[src/rtl/alarm_pkg.sv]
// Shared key codes, digit limits and state encoding
// for the alarm time setter slice.
package alarm_pkg;

    localparam logic [3:0] KEY_SET      = 4'hA;
    localparam logic [3:0] KEY_CANCEL   = 4'hB;
    localparam logic [3:0] DIGIT_MAX    = 4'd9;
    localparam logic [3:0] H10_MAX      = 4'd2;
    localparam logic [3:0] H1_MAX_AT_20 = 4'd3;
    localparam logic [3:0] M10_MAX      = 4'd5;

    typedef enum logic [1:0] {
        ST_IDLE    = 2'd0,
        ST_EDIT    = 2'd1,
        ST_ARMED   = 2'd2,
        ST_RINGING = 2'd3
    } state_t;

    // {alarm_en, editing, ring} as seen while sitting in a state
    function automatic logic [2:0] st_flags(input state_t s);
        logic [2:0] f;
        f = 3'b000;
        unique case (s)
            ST_IDLE:    f = 3'b000;
            ST_EDIT:    f = 3'b010;
            ST_ARMED:   f = 3'b100;
            ST_RINGING: f = 3'b101;
        endcase
        return f;
    endfunction

endpackage

[src/rtl/alarm_digit_validator.sv]
// Range check for one keyed digit at the current edit position,
// plus the H1 fix-up needed when H10 becomes 2.
module alarm_digit_validator
    import alarm_pkg::*;
(
    input  logic [1:0] EDIT_POS,
    input  logic [3:0] DIGIT,
    input  logic [3:0] SH_H10,
    input  logic [3:0] SH_H1,
    output logic       VALID,
    output logic       H1_CLR
);

    always_comb begin
        VALID  = 1'b0;
        H1_CLR = 1'b0;
        unique case (EDIT_POS)
            2'd0: begin
                VALID  = (DIGIT <= H10_MAX);
                H1_CLR = (DIGIT == H10_MAX) && (SH_H1 > H1_MAX_AT_20);
            end
            2'd1: begin
                if (SH_H10 == H10_MAX)
                    VALID = (DIGIT <= H1_MAX_AT_20);
                else
                    VALID = (DIGIT <= DIGIT_MAX);
            end
            2'd2: VALID = (DIGIT <= M10_MAX);
            2'd3: VALID = (DIGIT <= DIGIT_MAX);
        endcase
    end

endmodule

[src/rtl/alarm_time_setter.sv]
// Keypad editor for the HH:MM alarm, commit registers,
// and ring request on a match with the running clock.
module alarm_time_setter
    import alarm_pkg::*;
#(
    parameter logic [31:0] RING_CYCLES  = 32'd50_000_000,
    parameter logic [31:0] EDIT_TIMEOUT = 32'd500_000_000
) (
    input  logic       CLK,
    input  logic       RESETN,
    input  logic       KEY_VALID,
    input  logic [3:0] KEY_CODE,
    input  logic [3:0] T_H10,
    input  logic [3:0] T_H1,
    input  logic [3:0] T_M10,
    input  logic [3:0] T_M1,
    input  logic [3:0] T_S10,
    input  logic [3:0] T_S1,
    output logic [3:0] A_H10,
    output logic [3:0] A_H1,
    output logic [3:0] A_M10,
    output logic [3:0] A_M1,
    output logic       ALARM_EN,
    output logic       EDITING,
    output logic [1:0] EDIT_POS,
    output logic       ERR,
    output logic       RING
);

    state_t      state;
    state_t      ret_state;
    logic [3:0]  shadow [4];
    logic [31:0] edit_cnt;
    logic [31:0] ring_cnt;
    logic        match_prev;
    logic        match;
    logic        is_digit;
    logic        dig_ok;
    logic        h1_clr;

    assign match = (T_H10 == A_H10) && (T_H1 == A_H1) &&
                   (T_M10 == A_M10) && (T_M1 == A_M1) &&
                   (T_S10 == 4'd0) && (T_S1 == 4'd0);

    assign is_digit = (KEY_CODE <= DIGIT_MAX);

    alarm_digit_validator u_val (
        .EDIT_POS (EDIT_POS),
        .DIGIT    (KEY_CODE),
        .SH_H10   (shadow[0]),
        .SH_H1    (shadow[1]),
        .VALID    (dig_ok),
        .H1_CLR   (h1_clr)
    );

    always_ff @(posedge CLK) begin
        if (!RESETN) begin
            state      <= ST_IDLE;
            ret_state  <= ST_IDLE;
            A_H10      <= '0;
            A_H1       <= '0;
            A_M10      <= '0;
            A_M1       <= '0;
            shadow     <= '{default: '0};
            EDIT_POS   <= '0;
            edit_cnt   <= '0;
            ring_cnt   <= '0;
            match_prev <= 1'b0;
            ERR        <= 1'b0;
            {ALARM_EN, EDITING, RING} <= 3'b000;
        end else begin
            ERR        <= 1'b0;
            match_prev <= match;
            unique case (state)
                ST_IDLE, ST_ARMED: begin
                    if (KEY_VALID && KEY_CODE == KEY_SET) begin
                        state     <= ST_EDIT;
                        ret_state <= state;
                        shadow    <= '{A_H10, A_H1, A_M10, A_M1};
                        EDIT_POS  <= 2'd0;
                        edit_cnt  <= EDIT_TIMEOUT - 32'd1;
                        {ALARM_EN, EDITING, RING} <= st_flags(ST_EDIT);
                    end else if (state == ST_ARMED) begin
                        // a key strobe masks a coincident match edge
                        if (KEY_VALID) begin
                            if (KEY_CODE == KEY_CANCEL) begin
                                state <= ST_IDLE;
                                {ALARM_EN, EDITING, RING} <= st_flags(ST_IDLE);
                            end
                        end else if (match && !match_prev) begin
                            state    <= ST_RINGING;
                            ring_cnt <= RING_CYCLES - 32'd1;
                            {ALARM_EN, EDITING, RING} <= st_flags(ST_RINGING);
                        end
                    end
                end
                ST_EDIT: begin
                    if (KEY_VALID) begin
                        edit_cnt <= EDIT_TIMEOUT - 32'd1;
                        if (is_digit) begin
                            if (!dig_ok) begin
                                ERR <= 1'b1;
                            end else if (EDIT_POS == 2'd3) begin
                                A_H10    <= shadow[0];
                                A_H1     <= shadow[1];
                                A_M10    <= shadow[2];
                                A_M1     <= KEY_CODE;
                                state    <= ST_ARMED;
                                EDIT_POS <= 2'd0;
                                {ALARM_EN, EDITING, RING} <= st_flags(ST_ARMED);
                            end else begin
                                shadow[EDIT_POS] <= KEY_CODE;
                                if (h1_clr)
                                    shadow[1] <= 4'd0;
                                EDIT_POS <= EDIT_POS + 2'd1;
                            end
                        end else if (KEY_CODE == KEY_CANCEL) begin
                            state    <= ret_state;
                            EDIT_POS <= 2'd0;
                            {ALARM_EN, EDITING, RING} <= st_flags(ret_state);
                        end
                    end else if (edit_cnt == 32'd0) begin
                        state    <= ret_state;
                        EDIT_POS <= 2'd0;
                        {ALARM_EN, EDITING, RING} <= st_flags(ret_state);
                    end else begin
                        edit_cnt <= edit_cnt - 32'd1;
                    end
                end
                ST_RINGING: begin
                    if (KEY_VALID || ring_cnt == 32'd0) begin
                        state <= ST_ARMED;
                        {ALARM_EN, EDITING, RING} <= st_flags(ST_ARMED);
                    end else begin
                        ring_cnt <= ring_cnt - 32'd1;
                    end
                end
            endcase
        end
    end

endmodule
[config.mk]
export PLATFORM = sky130hd
export DESIGN_NAME = alarm_time_setter
export DESIGN_NICKNAME = d
export VERILOG_FILES = /design/src/rtl/alarm_pkg.sv /design/src/rtl/alarm_digit_validator.sv /design/src/rtl/alarm_time_setter.sv
export SDC_FILE = /design/constraint.sdc
export NUM_CORES = 1
export LEC_CHECK = 0
export ABC_AREA = 1
export BUFFER_PORTS_ARGS = -buffer_cell sky130_fd_sc_hd__buf_2
export CAP_MARGIN = 25
export CORE_ASPECT_RATIO = 0.8
export CORE_MARGIN = 1
export CORE_UTILIZATION = 55
export CTS_CLUSTER_SIZE = 20
export DETAILED_ROUTE_END_ITERATION = 8
export GPL_TIMING_DRIVEN = 0
export PLACE_DENSITY_LB_ADDON = 0.12
export SLEW_MARGIN = 20
export SYNTH_ARGS = -nofsm -noshare
export SYNTH_HDL_FRONTEND = slang
export SYNTH_HIERARCHICAL = 1
export SYNTH_SLANG_ARGS = --single-unit
[constraint.sdc]
create_clock -name CLK -period 2.1 [get_ports CLK]
set_input_delay 0.42 -clock CLK [delete_from_list [all_inputs] [get_ports CLK]]
set_output_delay 0.42 -clock CLK [all_outputs]
set_load 0.02 [all_outputs]
# ---- After elaboration in Yosys (flattened, before gate mapping)
# Index checks and enable logic that the tools add are counted.
dict set report totals {
  regBits 107
  input_bits 31
  out_inout_bits 22
  elab_cells 169
}
dict set report classes {
  addsub 3
  order_cmp 7
  eq_ne 36
  muxes 75
  bitwise 1
  n_reduce_logical 29
}
# cell count
set op_table {}
lappend op_table {{two-way mux 32 bit} 8}
lappend op_table {{one-hot mux 32 bit (2 select lines)} 2}
lappend op_table {{two-way mux 16 bit} 5}
lappend op_table {{zero test 32 bit} 2}
lappend op_table {{subtractor 32 x 1 -> 32 bit, second input constant} 2}
lappend op_table {{two-way mux 2 bit} 18}
lappend op_table {{one-hot mux 16 bit (2 select lines)} 1}
lappend op_table {{two-way mux 1 bit} 30}
lappend op_table {{!= test 2 bit, second input constant} 11}
lappend op_table {{!= test 4 bit, second input constant} 5}
lappend op_table {{bitwise mux 16 bit} 1}
lappend op_table {{equality test 4 bit} 4}
lappend op_table {{equality test 2 bit, second input constant} 6}
lappend op_table {{one-hot mux 3 bit (4 select lines)} 1}
lappend op_table {{AND reduction 6 bit} 2}
lappend op_table {{AND reduction 5 bit} 2}
lappend op_table {{logical AND 1 bit} 9}
lappend op_table {{!= test 3 bit, second input constant} 3}
lappend op_table {{one-hot mux 1 bit (3 select lines)} 3}
lappend op_table {{demux 4 bit (select 2 bit)} 1}
lappend op_table {{equality test 4 x 2 -> 1 bit, second input constant} 2}
lappend op_table {{equality test 4 bit, second input constant} 2}
lappend op_table {{<= comparator 4 x 2 -> 1 bit, second input constant} 2}
lappend op_table {{zero test 4 bit} 2}
lappend op_table {{21 further kinds} 27}

# ---- Depth between registers and ports, before layout
dict set report logic_depth {
  ltp_word 12
  ltp_mapped 15
  mapped_depth_nobuf 15
}

# ---- By module
# The synthesis kept the hierarchy.
# mod n_inst cells_each area_per_inst_um2 seq_area_each_um2
set modules_own_cells {}
lappend modules_own_cells {alarm_time_setter 1 1027 6660.1 2062.0}
lappend modules_own_cells {alarm_digit_validator 1 26 105.1 0.0}

# ---- Worst setup path before layout
# No wires, ideal clock.
dict set report synth_path {
  path_kind {register to register}
  from {reg EDIT_POS[1]}
  to {reg shadow[12] (netlist name)}
  setup_time_ns 0.124
  arrival_ns 1.623
  t_required_ns 1.976
  setup_slack_ns 0.353
  path_stages_with_launch 12
  n_path_buf 0
  period_less_slack_ns 1.747
  path_cell_list {dfxtp_1 > inv_1 > nand2_1 > nor2_1 > nand2_1 > nand2_1 > nand2_1 > inv_1 > o31ai_4 > o211ai_4 > o21ai_0 > a21oi_1}
}
dict set report synth_via {
  elab_cells_between_ends 20
  classes_between {order compare (2); eq/ne (5); mux (9); bitwise (1); reduce/logical (3)}
}
# item line
set synth_rtl {}
lappend synth_rtl {{from (decl)} alarm_time_setter.sv:25} ;# output logic [1:0] EDIT_POS,
lappend synth_rtl {{from (signal assigned)} alarm_time_setter.sv:115} ;# EDIT_POS <= EDIT_POS + 2'd1;
lappend synth_rtl {{equality test 2 bit (tied with other cells)} alarm_digit_validator.sv:17} ;# unique case (EDIT_POS)
lappend synth_rtl {{one-hot mux 1 bit (4 select lines) *} alarm_digit_validator.sv:17}
lappend synth_rtl {{via dig_ok} alarm_time_setter.sv:38} ;# logic dig_ok;
lappend synth_rtl {{!= test 2 bit (no line) *} -}
lappend synth_rtl {{AND reduction 6 bit (no line) *} -}
lappend synth_rtl {{to (signal assigned)} alarm_time_setter.sv:79} ;# shadow <= '{A_H10, A_H1, A_M10, A_M1};
lappend synth_rtl {{to (decl)} alarm_time_setter.sv:32} ;# logic [3:0] shadow [4];
# The timed path passes the listed nets; every way through them passes the cells marked *. The select of a mux whose other input is x is not followed.
# A chain may end at the register's enable or synchronous reset.

# ---- Final worst setup path
dict set report layout_path {
  from {reg state[1]}
  to {reg ring_cnt[2]}
}
dict set report layout_via {
  elab_chain_len 4
  elab_cells_between_ends 12
  classes_between {eq/ne (7); mux (1); reduce/logical (4)}
}
# item line
set layout_lines {}
lappend layout_lines {{from (decl)} alarm_time_setter.sv:30} ;# state_t state;
lappend layout_lines {{from (signal assigned)} alarm_time_setter.sv:118} ;# state <= ret_state;
lappend layout_lines {{from (signal assigned)} alarm_time_setter.sv:123} ;# state <= ret_state;
lappend layout_lines {{equality test 2 bit / zero test 2 bit (equally long branches)} {alarm_time_setter.sv:74, alarm_time_setter.sv:83}}
lappend layout_lines {{OR reduction 2 bit} alarm_time_setter.sv:74} ;# unique case (state)
lappend layout_lines {{!= test 2 bit (no line) / nonzero test 2 bit (equally long branches)} -}
lappend layout_lines {{AND reduction 6 bit (no line)} -}
lappend layout_lines {{to (signal assigned)} alarm_time_setter.sv:92} ;# ring_cnt <= RING_CYCLES - 32'd1;
lappend layout_lines {{to (signal assigned)} alarm_time_setter.sv:135} ;# ring_cnt <= ring_cnt - 32'd1;
lappend layout_lines {{to (decl)} alarm_time_setter.sv:34} ;# logic [31:0] ring_cnt;
# Parallel ways exist; a longest one is shown, timed or not.

==> impl_metrics.env <==
export IMPL_status="finished clean"
export IMPL_yosys_register_bits=103
export IMPL_ys_flop_type="dfxtp_1"
export IMPL_worstReg2RegStart="state[1]"
export IMPL_cts_tree="done"
export IMPL_required_ns=2.30
export IMPL_ir_drop_uv=368
export IMPL_dp_hpwl_mm=13.3
export IMPL_rows=35
export IMPL_ios=53
export IMPL_finalHoldViolations=0
export IMPL_worst_path_max_fanout=10
export IMPL_hold_slack_ns=0.431
export IMPL_final_util_pct=64.4
export IMPL_end_kind="flop"
export IMPL_fillers=1122
export IMPL_htreeDepth=3
export IMPL_synth_area_leaders="dfxtp_1, nand2_1, nor2_1"
export IMPL_synthArstFlopShare_pct=0
export IMPL_hold_path_startpoint="KEY_CODE[0]"
export IMPL_wirelength_mm=18.0
export IMPL_power_density_nw_per_um2=613
export IMPL_clock_sinks=103
export IMPL_postSynthCellCount=1053
export IMPL_die_w_um=126
export IMPL_synth_seq_area_share_pct=30.5
export IMPL_crit_type="flop to flop"
export IMPL_antenna_found_initial=0
export IMPL_core_um2=11700
export IMPL_finalNonFillerCells=1269
export IMPL_hold_buffers=0
export IMPL_grt_pass1_wl_mm=29.9
export IMPL_avgSynthCellArea_um2=6.42
export IMPL_cts_resized=0
export IMPL_drive_above_1_share_pct=16.6
export IMPL_cts_made_buffers=9
export IMPL_drv_slew=0
export IMPL_synth_edf_count=0
export IMPL_cts_setup_buffers=0
export IMPL_finalCriticalPeriod_ns=1.93
export IMPL_drtAntennaViolNets=0
export IMPL_cts_root_buffer="clkbuf_16"
export IMPL_die_area_um2=12800
export IMPL_relSlewSlack_pct=42.3
export IMPL_syn_cell_area_um2=6770
export IMPL_synthToLayoutAreaGrowth_pct=11.8
export IMPL_finalCritPeriodShare_pct=91.7
export IMPL_critPathArrivalTime_ns=2.13
export IMPL_gr_total_overflow=0
export IMPL_remaining_drc_errors=0
export IMPL_fin_setup_tns_ns=0
export IMPL_grt_max_degree=19
export IMPL_synth_top_cell_by_area="dfxtp_1"
export IMPL_synth_cell_types=51
export IMPL_dp_cells=1253
export IMPL_viasPerCell=5.39
export IMPL_setup_viol=0
export IMPL_finClkSkew_ns=0.0123
export IMPL_grt_usage_pct=29.4
export IMPL_syn_nets=1092
export IMPL_dr_first_iter_drc_count=655
export IMPL_p_leak_nw=3.62
export IMPL_worst_setup_path_start_kind="flop"
export IMPL_startpoint="state[1]"
export IMPL_nets=1155
export IMPL_post_drt_wl_per_cell_um=14.2
export IMPL_die_h_um=101
export IMPL_clock_latency_ns=0.36
export IMPL_synth_top_area_share_pct=30.5
export IMPL_hold_path_class="input port to flop"
export IMPL_vias=6837
export IMPL_cap_violations=0
export IMPL_gp_congestion=0.991
export IMPL_ys_warn_count=6
export IMPL_start_util_pct=57.6
export IMPL_firstDrtPassIters=6
export IMPL_grt_pass1_vias=6112
export IMPL_max_freq_mhz=519
export IMPL_clkTransAtPathRegs_ns=0.07
export IMPL_port_buffers=52
export IMPL_worstMarginPinSlew_ns=0.866
export IMPL_diodes=0
export IMPL_cts_buffer_depth=2
## final timing paths
kind	cells past startpoint	endpoint	slack [ns]
setup / recovery	6	ring_cnt[2]	0.17
hold / removal	3	A_M1[0]	0.43
setup reg to reg	6	ring_cnt[2]	0.17
hold reg to reg	2	shadow[7]	0.45
## layer usage
metal | vias to the layer above | routed length (um) | global-route usage [%]
met3 | 24 | 1340 | 7.03
met1 | 3074 | 8850 | 42.0
met5 | - | 0 | 0
met4 | 0 | 286 | 7.51
met2 | 218 | 7520 | 44.5
li1 | 3521 | - | -
## sequential cells by signal, summed over array words and instances (netlist names)
name / flops
ALARM_EN: 1
A_H1: 4
A_H10: 4
A_M1: 4
A_M10: 4
EDITING: 1
EDIT_POS: 2
ERR: 1
RING: 1
edit_cnt: 32
match_prev: 1
ret_state: 2
ring_cnt: 32
shadow: 12
state: 2
## final cells by class
cell class,instances,area (um2),area share (%)
multi-input combinational,800,4070,53.8
tap,148,185,2.45
sequential,103,2060,27.3
timing repair buffer,52,260,3.44
clock inverter,7,103,1.36
clock buffer,9,225,2.98
inverter,114,443,5.86
buffer,36,214,2.83
## logic make-up (layout without fill, tap and decap cells)
| family | after synthesis | count (layout) | share of synthesized area (%) |
|---|---|---|---|
| compound gates | 173 | 173 | 14.8 |
| flops | 103 | 103 | 30.5 |
| xor+xnor | 27 | 27 | 3.50 |
| buf+inv | 150 | 218 | 9.69 |
| simple gates | 592 | 592 | 40.1 |
| fa+ha+maj | 8 | 8 | 1.48 |
## worst max-delay path, cell delays in order, from the launching register on
cell      delay [ns]
dfxtp_1         0.49
nand2_1         0.30
inv_1           0.37
clkbuf_2        0.35
nand3_1         0.12
nand2_1         0.09
a21oi_1         0.06
## cell usage in the layout, fill, tap and decap left out, drive strengths merged, types with 2 or more instances in the layout
cell type,instances
nand4,17
a31oi,2
xnor2,8
and3,2
clkbuf,27
o21ai,71
dfxtp,103
nand3,100
nand3b,7
nor3,11
o41ai,2
or2,16
a21oi,91
bufinv,2
buf,70
xor2,19
nand2,256
ha,8
o211ai,3
nor2,180
inv,117
clkinv,2
## cell usage after synthesis (all sizes together), types with 11 or more instances
| cell type | instances |
|---|---|
| buf | 18 |
| inv | 114 |
| nor2 | 180 |
| nand2 | 256 |
| o21ai | 71 |
| clkbuf | 18 |
| nand3 | 100 |
| dfxtp | 103 |
| or2 | 16 |
| nor3 | 11 |
| nand4 | 17 |
| xor2 | 19 |
| a21oi | 91 |
## per-stage QoR
| step | instance area, um2 | power, mW | setup WS, ns |
|---|---|---|---|
| finish | 7560 | 4.64 | 0.174 |
| global route | 7560 | 4.83 | -0.00848 |
| global placement | 7210 | 2.78 | 0.0316 |
| CTS | 7540 | 4.65 | 0.0446 |
| detailed placement | 7210 | 2.79 | 0.0398 |
| floorplan | 6770 | 2.61 | 0.353 |
## power by group
part           internal [mW]  switching [mW]
Combinational          0.266           0.481
Sequential              1.98          0.0305
Clock                   1.06           0.814
No activity file was read; power rests on OpenSTA's default activity.
